## config.mk

```make
export PLATFORM = sky130hd
export DESIGN_NAME = cordic_scheduler
export DESIGN_NICKNAME = d
export VERILOG_FILES = /design/src/rtl/cordic_pkg.sv /design/src/rtl/rr_arbiter.sv /design/src/rtl/cordic_scheduler.sv
export SDC_FILE = /design/constraint.sdc
export NUM_CORES = 1
export LEC_CHECK = 0
export ABC_AREA = 1
export CORE_AREA = 8 8 222 224
export DETAILED_ROUTE_END_ITERATION = 7
export DIE_AREA = 0 0 230 232
export PLACE_DENSITY_LB_ADDON = 0.15
export SETUP_SLACK_MARGIN = 0.05
export SLEW_MARGIN = 10
export SYNTH_ARGS = -nofsm -noshare
export SYNTH_HDL_FRONTEND = slang
export SYNTH_HIERARCHICAL = 1
export SYNTH_SLANG_ARGS = --single-unit
```

## constraint.sdc

```tcl
create_clock -name clk -period 6.96 [get_ports clk]
set_clock_uncertainty 0.2 [all_clocks]
set_input_delay 2.088 -clock clk [delete_from_list [all_inputs] [get_ports clk]]
set_output_delay 2.088 -clock clk [all_outputs]
set_load 0.02 [all_outputs]
```

## src/rtl/cordic_pkg.sv

```systemverilog
// Shared definitions for the CORDIC request scheduler: opcodes, the range of
// supported opcodes, and the scheduler FSM encoding.
package cordic_pkg;

    localparam logic [3:0] OP_SIN     = 4'd0;
    localparam logic [3:0] OP_COS     = 4'd1;
    localparam logic [3:0] OP_ATAN    = 4'd2;
    localparam logic [3:0] OP_MAG     = 4'd3;
    localparam logic [3:0] OP_MUL     = 4'd4;
    localparam logic [3:0] OP_DIV     = 4'd5;
    localparam logic [3:0] OP_SINH    = 4'd6;
    localparam logic [3:0] OP_COSH    = 4'd7;
    localparam logic [3:0] OP_ATANH   = 4'd8;
    localparam logic [3:0] OP_MODH    = 4'd9;
    localparam logic [3:0] OP_DEFAULT = 4'd15;

    typedef enum logic [1:0] {
        ST_IDLE = 2'd0,
        ST_RUN  = 2'd1,
        ST_RESP = 2'd2
    } sched_state_e;

    // Opcodes SIN..MODH are implemented by the calc unit; everything above is rejected.
    function automatic logic op_supported(input logic [3:0] op);
        return op <= OP_MODH;
    endfunction

endpackage

```

## src/rtl/rr_arbiter.sv

```systemverilog
// Combinational round-robin arbiter: the search starts at ptr and wraps
// upward; the first requesting index wins. The pointer register is owned by
// the instantiating block.
module rr_arbiter #(
    parameter int N  = 4,
    parameter int IW = $clog2(N)
) (
    input  logic [N-1:0]  req,
    input  logic [IW-1:0] ptr,
    output logic [N-1:0]  gnt,
    output logic [IW-1:0] gnt_idx
);

    logic found;
    int   idx;

    // Scan from the pointer, wrapping once around, and grant the first requester.
    always_comb begin
        // NOTE: every output gets a default first so no path through the block infers a latch.
        gnt     = '0;
        gnt_idx = '0;
        found   = 1'b0;
        idx     = 0;
        for (int i = 0; i < N; i++) begin
            idx = int'(ptr) + i;
            if (idx >= N) idx = idx - N;
            if (!found && req[IW'(idx)]) begin
                found          = 1'b1;
                gnt[IW'(idx)]  = 1'b1;
                gnt_idx        = IW'(idx);
            end
        end
    end

endmodule

```

## src/rtl/cordic_scheduler.sv

```systemverilog
// Shares one CORDIC calc unit between NUM_REQ requesters: round-robin accept,
// operand latching, enable sequencing with a done/timeout guard, and a
// valid/ready response channel tagged with the requester index.
module cordic_scheduler
    import cordic_pkg::*;
#(
    parameter int NUM_REQ = 4,
    parameter int WIDTH   = 32,
    parameter int TIMEOUT = 64
) (
    input  logic                       clk,
    input  logic                       rst,
    input  logic [NUM_REQ-1:0]         req_valid,
    output logic [NUM_REQ-1:0]         req_ready,
    input  logic [4*NUM_REQ-1:0]       req_op,
    input  logic [WIDTH*NUM_REQ-1:0]   req_x,
    input  logic [WIDTH*NUM_REQ-1:0]   req_y,
    input  logic [WIDTH*NUM_REQ-1:0]   req_z,
    output logic                       cu_enable,
    output logic [3:0]                 cu_operation,
    output logic [WIDTH-1:0]           cu_x,
    output logic [WIDTH-1:0]           cu_y,
    output logic [WIDTH-1:0]           cu_z,
    input  logic [WIDTH-1:0]           cu_result,
    input  logic                       cu_done,
    output logic                       rsp_valid,
    input  logic                       rsp_ready,
    output logic [$clog2(NUM_REQ)-1:0] rsp_id,
    output logic [WIDTH-1:0]           rsp_result,
    output logic                       rsp_err
);

    localparam int IW = $clog2(NUM_REQ);
    localparam int CW = $clog2(TIMEOUT);

    sched_state_e     state_q, state_d;
    logic [IW-1:0]    ptr_q, ptr_d;
    logic [CW-1:0]    cnt_q, cnt_d;
    logic [IW-1:0]    id_q, id_d;
    logic [3:0]       op_q, op_d;
    logic [WIDTH-1:0] x_q, x_d;
    logic [WIDTH-1:0] y_q, y_d;
    logic [WIDTH-1:0] z_q, z_d;
    logic [WIDTH-1:0] result_q, result_d;
    logic             err_q, err_d;

    logic [NUM_REQ-1:0] gnt;
    logic [IW-1:0]      gnt_idx;
    logic [3:0]         win_op;

    rr_arbiter #(
        .N  (NUM_REQ),
        .IW (IW)
    ) u_arb (
        .req     (req_valid),
        .ptr     (ptr_q),
        .gnt     (gnt),
        .gnt_idx (gnt_idx)
    );

    assign win_op = req_op[int'(gnt_idx) * 4 +: 4];

    // Next-state logic: accept in IDLE, wait for done or timeout in RUN, hold the response in RESP.
    always_comb begin
        state_d  = state_q;
        ptr_d    = ptr_q;
        cnt_d    = cnt_q;
        id_d     = id_q;
        op_d     = op_q;
        x_d      = x_q;
        y_d      = y_q;
        z_d      = z_q;
        result_d = result_q;
        err_d    = err_q;
        case (state_q)
            ST_IDLE: begin
                if (|req_valid) begin
                    id_d  = gnt_idx;
                    op_d  = win_op;
                    x_d   = req_x[int'(gnt_idx) * WIDTH +: WIDTH];
                    y_d   = req_y[int'(gnt_idx) * WIDTH +: WIDTH];
                    z_d   = req_z[int'(gnt_idx) * WIDTH +: WIDTH];
                    ptr_d = (gnt_idx == IW'(NUM_REQ - 1)) ? '0 : gnt_idx + 1'b1;
                    cnt_d = '0;
                    if (op_supported(win_op)) begin
                        state_d = ST_RUN;
                    end else begin
                        // Rejected opcodes go straight to an error response; the calc unit stays idle.
                        state_d  = ST_RESP;
                        result_d = '0;
                        err_d    = 1'b1;
                    end
                end
            end
            ST_RUN: begin
                // A done arriving on the last allowed cycle still counts as success.
                if (cu_done) begin
                    result_d = cu_result;
                    err_d    = 1'b0;
                    state_d  = ST_RESP;
                end else if (cnt_q == CW'(TIMEOUT - 1)) begin
                    result_d = '0;
                    err_d    = 1'b1;
                    state_d  = ST_RESP;
                end else begin
                    cnt_d = cnt_q + 1'b1;
                end
            end
            ST_RESP: begin
                if (rsp_ready) state_d = ST_IDLE;
            end
            default: state_d = ST_IDLE;
        endcase
    end

    // State and datapath registers; the async reset also discards any pending response.
    always_ff @(posedge clk or negedge rst) begin
        if (!rst) begin
            state_q  <= ST_IDLE;
            ptr_q    <= '0;
            cnt_q    <= '0;
            id_q     <= '0;
            op_q     <= OP_DEFAULT;
            x_q      <= '0;
            y_q      <= '0;
            z_q      <= '0;
            result_q <= '0;
            err_q    <= 1'b0;
        end else begin
            // NOTE: non-blocking assignments so every flop samples the same pre-edge values.
            state_q  <= state_d;
            ptr_q    <= ptr_d;
            cnt_q    <= cnt_d;
            id_q     <= id_d;
            op_q     <= op_d;
            x_q      <= x_d;
            y_q      <= y_d;
            z_q      <= z_d;
            result_q <= result_d;
            err_q    <= err_d;
        end
    end

    // Grants are only visible in IDLE and out of reset; the calc unit sees registered values only.
    assign req_ready    = (state_q == ST_IDLE && rst) ? gnt : '0;
    assign cu_enable    = (state_q == ST_RUN);
    assign cu_operation = op_q;
    assign cu_x         = x_q;
    assign cu_y         = y_q;
    assign cu_z         = z_q;
    assign rsp_valid    = (state_q == ST_RESP);
    assign rsp_id       = id_q;
    assign rsp_result   = result_q;
    assign rsp_err      = err_q;

endmodule
```

==> impl_results.md <==
* Status: complete, no violations
* Count of final max-slew check failures at 0
* Worst Hold Depth at 2
* DR vias at around 11,000
* Ys flop type: dfrtp_1
* GRT Total Usage at 0.178
* Residual DRC at 0
* Min-delay worst type: reg2reg
* Final TNS setup at 0 ps
* Area growth syn-to-layout at 78.1%
* Clock sink count at 145
* Worst slew pin tran at 866 ps
* Core box area at ~46,000 um2
* Worst path slowest cell: clkdlybuf4s50_1
* Die height at 232 um
* FF-to-FF End: rsp_result[1]
* Share of cells above drive strength 1 at 0.0422
* Io pins at ~580
* Rows at 79
* Pwr/cell area at 559 nW/um2
* Critical path fanouts, max at 3
* Number of synthesized register bits at around 150
* Port Buf Inserts at 580
* Largest stage delay, worst path at 630 ps
* Cells after Synth at 1,316
* CTS tree: yes
* Clock Tree Buf Depth at 2
* Place WS at around 460 ps
* Async S/R FF share, synth at 1.00
* Net Sw Power at roughly 4.8 mW
* Post-DR vias/cell at between 4 and 5
* Latest clock arrival within the worst-skew pair at 430 ps
* Arr. time, crit path at 4230 ps
* R2r startpoint: ptr_q[0]
* Post-CTS Setup Inserts at 0
* Critical path class: in2out
* Post-DP Area at 15,200 um2
* Hold_sp: cu_operation[0]
* R2R depth at 18
* # nets final at between 2,000 and 2,500
* Fmax at approximately 0.15 GHz
* Antenna-violating nets left at 0
* Syn Nets at approximately 1,800
* Number of flops mapped to enable cells by yosys at 0
* Max transition margin at 0.423
* Yosys warnings at 6
* DR WL/cell at between 20 and 25 um
* Post-cts sizing count at 0
* CTS Buf Count at 17
* Mapped Area at between 8000 and 9000 um2
* First-pass GRT wire length at approximately 72,000 um
* Final worst path period need at 6520 ps
* Hold_buf cts at 0
* DRT Wirelength at ~50,000 um
* Sequential share of the synthesized area at 0.410
* Worst Hold End: cu_operation[0]
* DIE AREA at about 53,000 um2
* Final setup viols at 0
* Fin crit share at 0.937
* Largest net degree at the start of global routing at roughly 110
* Switch share at 0.545
* Vias in the first global route at 11,230
* P_leak at 6.83 nW
* Clk pwr share at 0.108
* Peak supply drop at around 0.39 mV
* Setup ws final at ~440 ps
* Chip width at ~230 um
* GP Congestion at just over 0.9
* Detailed Routing Iterations Pass 1 at 5
* Initial antenna violation count at 12
* H-Tree Depth at 4
* R2r setup slk at between 2000 and 2500 ps
* Flop pwr share at 0.168
* Post-DP HPWL at a little under 40,000 um
* Cells along the critical path: clkdlybuf4s50_1 -> inv_1 -> nand2_1 -> nand2_1 -> o21ai_0 -> nand4_1 -> nand3_1 -> inv_1 -> nor2_1 -> clkdlybuf4s50_1
* WHS at 268 ps
* Yosys cell types at 32
* Logic pwr share at 0.724
* Initial DRC count at 616
* Max cap viols at 0
* FILL cells at 4,873
* Initial Utilization at 0.193
* WP data required at around 4700 ps
* Congestion Overflow GR at 0
* Internal at 4.02 mW
* Worst Setup End Kind: output pin
* Worst setup SP type: input port
* Root Driver: clkbuf_16
* Clk slew on worst S/H paths at ~60 ps
* Final hold vios at 0
* Syn_area_per_cell at 6.74 um2
* RSZ-0062 raised after global routing: no
* Finished Cell Area at between 15,000 and 20,000 um2
cells by family after synthesis:
family / share of synthesized area
XOR/XNOR: 0.000987
AND/OR/NAND/NOR: 0.318
AO/OA/AOI/OAI: 0.195
flip-flops: 0.410
adder cells (fa/ha/maj): 0.0141
buffers and inverters: 0.0623
power by group through the flow:
stage	clock network (mW)	logic [mW]	registers, mW
final	0.953	6.39	1.48
after global routing	1.02	7.10	1.54
after CTS	0.998	6.53	1.49
after detailed placement	0	6.51	1.49
after global placement	0	6.49	1.48
after floorplan	0	3.66	1.89
synth_stat cells (4+ instances only):
cell type,instances,share of area
nand3_1,23,0.013
clkbuf_1,54,0.023
buf_2,21,0.012
o22ai_1,98,0.069
o21ai_0,196,0.11
buf_6,4,0.0051
inv_2,6,0.0025
a21oi_1,6,0.0034
nor2_1,219,0.093
buf_1,9,0.0038
nand2_1,453,0.19
o21ai_1,9,0.0051
ha_1,10,0.014
buf_4,6,0.0051
dfstp_2,4,0.012
inv_1,25,0.011
nand4_1,7,0.0049
dfrtp_1,141,0.40
nand2_2,8,0.0056
layer usage:
metal | global-route usage | vias up | part of all wire
li1 | - | 5368 | -
met1 | 0.197 | 5129 | 0.38
met2 | 0.314 | 414 | 0.51
met3 | 0.0533 | 72 | 0.070
met4 | 0.0800 | 2 | 0.033
met5 | 0 | - | 0.00026
critical path, delay by kind of cell:
family	cells	cell delay (ps)
AND/OR/NAND/NOR	5	540
buffers and inverters	4	1260
AO/OA/AOI/OAI	1	330
registers in the layout (all words and copies together) (netlist names), 4 cells and up:
| signal | count |
|---|---|
| cu_operation | 4 |
| cu_x | 32 |
| cu_y | 32 |
| cnt_q | 6 |
| rsp_result | 32 |
| cu_z | 32 |
worst max path at each step:
stage                  from           end  cells after the start
5_1_grt        req_valid[1]  req_ready[2]                     11
6_report       req_valid[0]  req_ready[0]                     10
3_3_place_gp   req_valid[3]  req_ready[2]                     11
4_1_cts        req_valid[3]  req_ready[3]                     11
2_1_floorplan  req_valid[1]  req_ready[0]                     10
3_5_place_dp   req_valid[3]  req_ready[3]                     11
metrics by stage:
step	util	std cells	total power, mW
after floorplan	-	1316	5.56
after global placement	0.331	2423	7.97
after detailed placement	0.331	2423	8.00
after CTS	0.344	2454	9.01
after global routing	0.345	2466	9.66
final	0.345	2466	8.83
cell type report:
type                    instances  area (um2)  share of cell area
repair buffers                595        5940               0.376
clock inverters                13         163              0.0103
clock buffers                  18         429              0.0272
multi-input cells            1045        4720               0.299
diodes                         12        30.0             0.00190
inverters                      31         125             0.00792
well taps                     607         759              0.0481
flip-flops and latches        145        3630               0.230
placed cells by master (no fill, tap or decap), drive strengths merged:
master and instances:
xnor2 1, bufinv 3, diode 12, o31ai 1, clkbuf 18, o21ai 205
a22o 1, dfrtp 141, inv 32, nor2 222, clkdlybuf4s50 579, nand2 463
a21oi 7, nand4 7, a31oi 1, buf 16, clkinvlp 3, o22ai 98
dfstp 4, clkinv 6, a21boi 1, a31o 2, nand3b 1, ha 10
nand3 25
No activity file was read; power rests on OpenSTA's default activity.
